===== src/rtl/pipeline_unit.sv =====
// pipeline_unit: two-stage pipelined dot product C = A1*B1 + A2*B2 on 32-bit unsigned operands.
// Define PIPELINE_SAT_EN to clamp products and sum to 0xFFFFFFFF instead of wrapping.
module pipeline_unit (
  input  logic        clk,
  input  logic        reset,
  input  logic [31:0] A1,
  input  logic [31:0] A2,
  input  logic [31:0] B1,
  input  logic [31:0] B2,
  output logic [31:0] C
);
  logic [31:0] r_p1, r_p2;
  logic [31:0] w_p1, w_p2, w_c;
`ifdef PIPELINE_SAT_EN
  logic [63:0] w_m1, w_m2;
  logic [32:0] w_sum;
  always_comb begin
    w_m1  = {32'd0, A1} * {32'd0, B1};
    w_m2  = {32'd0, A2} * {32'd0, B2};
    w_p1  = |w_m1[63:32] ? '1 : w_m1[31:0];
    w_p2  = |w_m2[63:32] ? '1 : w_m2[31:0];
    w_sum = {1'b0, r_p1} + {1'b0, r_p2};
    w_c   = w_sum[32] ? '1 : w_sum[31:0];
  end
`else
  // Only the low 32 bits of each product and of the sum survive, so narrow arithmetic suffices.
  always_comb begin
    w_p1 = A1 * B1;
    w_p2 = A2 * B2;
    w_c  = r_p1 + r_p2;
  end
`endif
  always_ff @(posedge clk) begin
    if (reset) begin
      r_p1 <= '0;
      r_p2 <= '0;
      C    <= '0;
    end else begin
      r_p1 <= w_p1;
      r_p2 <= w_p2;
      C    <= w_c;
    end
  end
endmodule


===== config.mk =====
export PLATFORM = sky130hd
export DESIGN_NAME = pipeline_unit
export DESIGN_NICKNAME = d
export VERILOG_FILES = /design/src/rtl/pipeline_unit.sv
export SDC_FILE = /design/constraint.sdc
export NUM_CORES = 2
export LEC_CHECK = 0
export CORE_AREA = 2 2 232 326
export DETAILED_ROUTE_END_ITERATION = 10
export DIE_AREA = 0 0 234 328
export PLACE_DENSITY = 0.7
export SYNTH_ARGS = -nofsm -noshare
export SYNTH_HDL_FRONTEND = slang
export SYNTH_SLANG_ARGS = --single-unit

===== constraint.sdc =====
create_clock -name clk -period 10.2 [get_ports clk]
set_input_delay 2.55 -clock clk [delete_from_list [all_inputs] [get_ports clk]]
set_output_delay 2.55 -clock clk [all_outputs]
set_load 0.05 [all_outputs]

; Word-level counts from Yosys, hierarchy flattened
; Index checks and enable logic that the tools add are counted.
[totals]
reg_bits = 96
inputBits = 130
[op_classes]
addsub = 1
mul = 2
[ops]
columns = operator, n
row1 = $mul 32x32->32, 2
row2 = $add 32x32->32, 1

; Depth between registers and ports, before layout
[depth]
word_depth = 1
mapped_depth = 28

; Worst setup path after synthesis
; OpenSTA, ideal clock, no wires.
[synth_timing]
path_kind = input to register
from = input B2[2]
to = register r_p2[29]
setup_time_ps = 128
arrival_time_ps = 9027
required_ps = 10072
setup_slack_ps = 1045
cell_stages = 21
n_path_buf = 2
path_cell_list = clkbuf_1 > clkbuf_1 > nand2_1 > fa_1 > fa_1 > fa_1 > fa_1 > inv_1 > fa_1 > inv_1 > fa_1 > fa_1 > fa_1 > inv_1 > ha_1 > a2111oi_0 > a211oi_2 > o41ai_2 > o21ai_0 > xnor2_1 > nor2_1
[synth_via]
elab_chain_len = 1
[synth_rtl]
columns = item, line
row1 = "start, declared", 9  ; input logic [31:0] B2,
row2 = $mul 32x32->32, 29  ; w_p2 = A2 * B2;
row3 = "end signal, assigned", 40  ; r_p2 <= w_p2;
row4 = "end, declared", 12  ; logic [31:0] r_p1, r_p2;
; No other way between the ends.
; A chain may end at the register's enable or synchronous reset.

; Final worst setup path
[layout_timing]
from = input A2[9]
to = register r_p2[30]
[layout_via]
elab_chain_len = 1
[layout_rtl]
columns = item, line
row1 = "start, declared", 7  ; input logic [31:0] A2,
row2 = $mul 32x32->32, 29
; No other way between the ends.

==> impl_metrics.toml <==
[finish]
multi_input_area_um2 = 29500
drive_above_1_share_pct = 4.49
fill_cells = 6813
seq_area_um2 = 1920
final_nets = 5253
syn_to_final_growth_pct = 9.97

[global_route]
grt_start_max_net_pins = 59
antenna_found_initial = 1
overflow = 0
grt_pass1_vias = 29200
track_usage_pct = 25.9
grt_pass1_wl_um = 154000

[placed_design]
gp_congestion = 0.968
io_buffers = 161
dpl.hpwl_um = 81300

[synthesis]
synthDistinctLibCells = 73
synth_edf_count = 0
synth_nets = 5132
ys_seq_area_share_pct = 5.46
synth.avg_cell_area_um2 = 9.01
netlist_area_um2 = 35200
yosys_warnings = 0
ys_ff_latch = 96
async_flop_share_pct = 0
syn_inst = 3908
ys.flop_type = "dfxtp_1"

[clock_tree]
cts_root_buf = "clkbuf_16"
htreeDepth = 3
clock-sinks = 96
cts_resized = 0
clk_pin_slew_ns = 0.06
cts_buffer_depth = 2
cts_tree = "done"
postCtsSetupRepairBufs = 0
clk_latency_ns = 0.35
cts_buffers = 9
cts_hold_buf = 0

[critical_path]
rr_worst_depth = 12
cp_data_required_time_ns = 10.44
cp_max_fo = 12
critical_path.cell_chain = "clkdlybuf4s50_1 > and2_1 > fa_1 > fa_1 > fa_1 > inv_1 > fa_1 > inv_1 > fa_1 > inv_1 > fa_1 > inv_1 > fa_1 > fa_1 > ha_1 > a21o_1 > a21oi_1 > o21bai_1 > a211oi_1 > o21bai_1 > a22oi_1 > a211oi_2 > a31oi_1 > mux2_2"
slowest_stage = "clkdlybuf4s50_1"
worst_path_most_repeated_cell = "fa_1"
slowest_delay_ns = 0.76
startpoint_type = "input pin"
crit_type = "input pin to flop"
crit_path_end_kind = "flop"
cp.arrival_ns = 9.80

[status]
outcome = "completed"

[routing]
drt_iter0_drc = 1382
num_vias = 26100
final_antenna_net_count = 0
drt_wl_total_um = 94800
wl_per_cell_um = 19.0
first_pass_iters = 5
via_per_inst = 5.23
drc = 0

[worst_hold_path]
holdPathStages = 2
hold_path_class = "flop to flop"

[timing]
fin_crit_sh_pct = 93.7
fin_tns_setup_ns = 0
drv_slew = 0
hold_viol = 0
rsz0062_at_grt = "false"
fin_crit_ns = 9.55
fmax_ghz = 0.105
max-slew-margin-rel_pct = 47.7
setup_viol = 0
worst_pin_slew_ns = 0.782
skew_ns = 0.00807

[die]
die_area_um2 = 76800
start_util_pct = 47.8
die_w_um = 234
core_area_um2 = 73700
io_pins = 162
num_rows = 118
die_h_um = 328

[job]
maxCapViolations = 0
-- metal layers --
| layer | vias up | share of wire (%) | global-route usage, % |
|---|---|---|---|
| met3 | 240 | 5.2 | 2.46 |
| met1 | 13300 | 37 | 30.5 |
| li1 | 11700 | - | - |
| met4 | 0 | 4.6 | 10.9 |
| met5 | - | 0 | 0 |
| met2 | 895 | 53 | 47.8 |
-- sequential cells by signal, summed over array words and instances (netlist names) --
register	count
r_p1	32
r_p2	32
C	32
-- cell usage after synthesis, types with 3 or more instances --
cell,instances,area [um2]
nand2_1,562,2110
xnor2_1,134,1170
or3_1,5,31.3
fa_1,817,16400
o21a_1,16,120
or2_2,3,18.8
inv_1,814,3060
nor3_1,24,120
nand2b_1,18,113
a21o_1,29,218
ha_1,277,3470
xor2_1,54,473
and2_1,533,3330
nand3_1,11,55.1
o211ai_1,4,30.0
nor4b_1,3,26.3
a21oi_1,57,285
o21ai_0,35,175
and3_1,5,31.3
buf_1,4,15.0
clkbuf_1,182,683
o21ai_1,3,15.0
dfxtp_1,96,1920
nor2_1,112,420
nand4_1,6,37.5
nor2b_1,17,106
a211oi_1,14,105
o21bai_1,8,60.1
a31oi_1,9,56.3
-- stage by stage --
step                cells  hold WS [ns]  area [um2]  util [%]  setup WS, ns
global route         4995         0.583       38700      52.6         0.220
global placement     4978         0.561       38400      52.1         0.325
finish               4995         0.569       38700      52.6         0.645
detailed placement   4978         0.559       38400      52.1         0.287
CTS                  4994         0.576       38700      52.6         0.659
floorplan            3908         0.524       35200         -          1.05
-- cell type report --
class,instances,share of cell area (%)
antenna,1,0.00646
clock buffer,9,0.582
clock inverter,7,0.242
inverter,814,7.89
multi-input combinational,2812,76.3
sequential,96,4.96
tap,960,3.10
timing repair buffer,296,6.93
-- cell usage in the layout (no fill, tap or decap), types with 3 or more instances in the layout --
cell type,count
a211oi_1,14
a21o_1,29
a21oi_1,57
a31oi_1,9
and2_1,533
and3_1,5
buf_12,5
buf_4,131
clkbuf_16,9
clkdlybuf4s50_1,160
dfxtp_1,96
fa_1,817
ha_1,277
inv_1,814
nand2_1,562
nand2b_1,18
nand3_1,11
nand4_1,6
nor2_1,112
nor2b_1,17
nor3_1,24
nor4b_1,3
o211ai_1,4
o21a_1,16
o21ai_0,35
o21ai_1,3
o21bai_1,8
or2_2,3
or3_1,5
xnor2_1,134
xor2_1,54
-- worst max-delay path: cells and delay by family --
| family | cells | cell delay (ns) |
|---|---|---|
| adders and majority gates | 9 | 4.16 |
| AOI/OAI and AO/OA | 8 | 1.40 |
| buffers and inverters | 5 | 0.98 |
| and+or+nand+nor | 1 | 0.35 |
| muxes | 1 | 0.35 |
-- cell families after synthesis --
family	synth area share, %
buffers and inverters	10.7
muxes	0.121
adders and majority gates	56.3
DFF	5.46
AOI/OAI and AO/OA	4.33
and+or+nand+nor	18.5
xor gates and xnor gates	4.68
-- final timing paths --
path / startpoint / endpoint / slack (ns)
max: A2[9] / r_p2[30]$_SDFF_PP0_ / 0.65
min: r_p2[0]$_SDFF_PP0_ / C[0]$_SDFF_PP0_ / 0.57
max reg2reg: r_p1[0]$_SDFF_PP0_ / C[24]$_SDFF_PP0_ / 7.15
min reg2reg: r_p2[0]$_SDFF_PP0_ / C[0]$_SDFF_PP0_ / 0.57
Power is left out: the tool's default activity adds up to more than one toggle a clock period on the data nets, which glitch-free logic cannot reach.
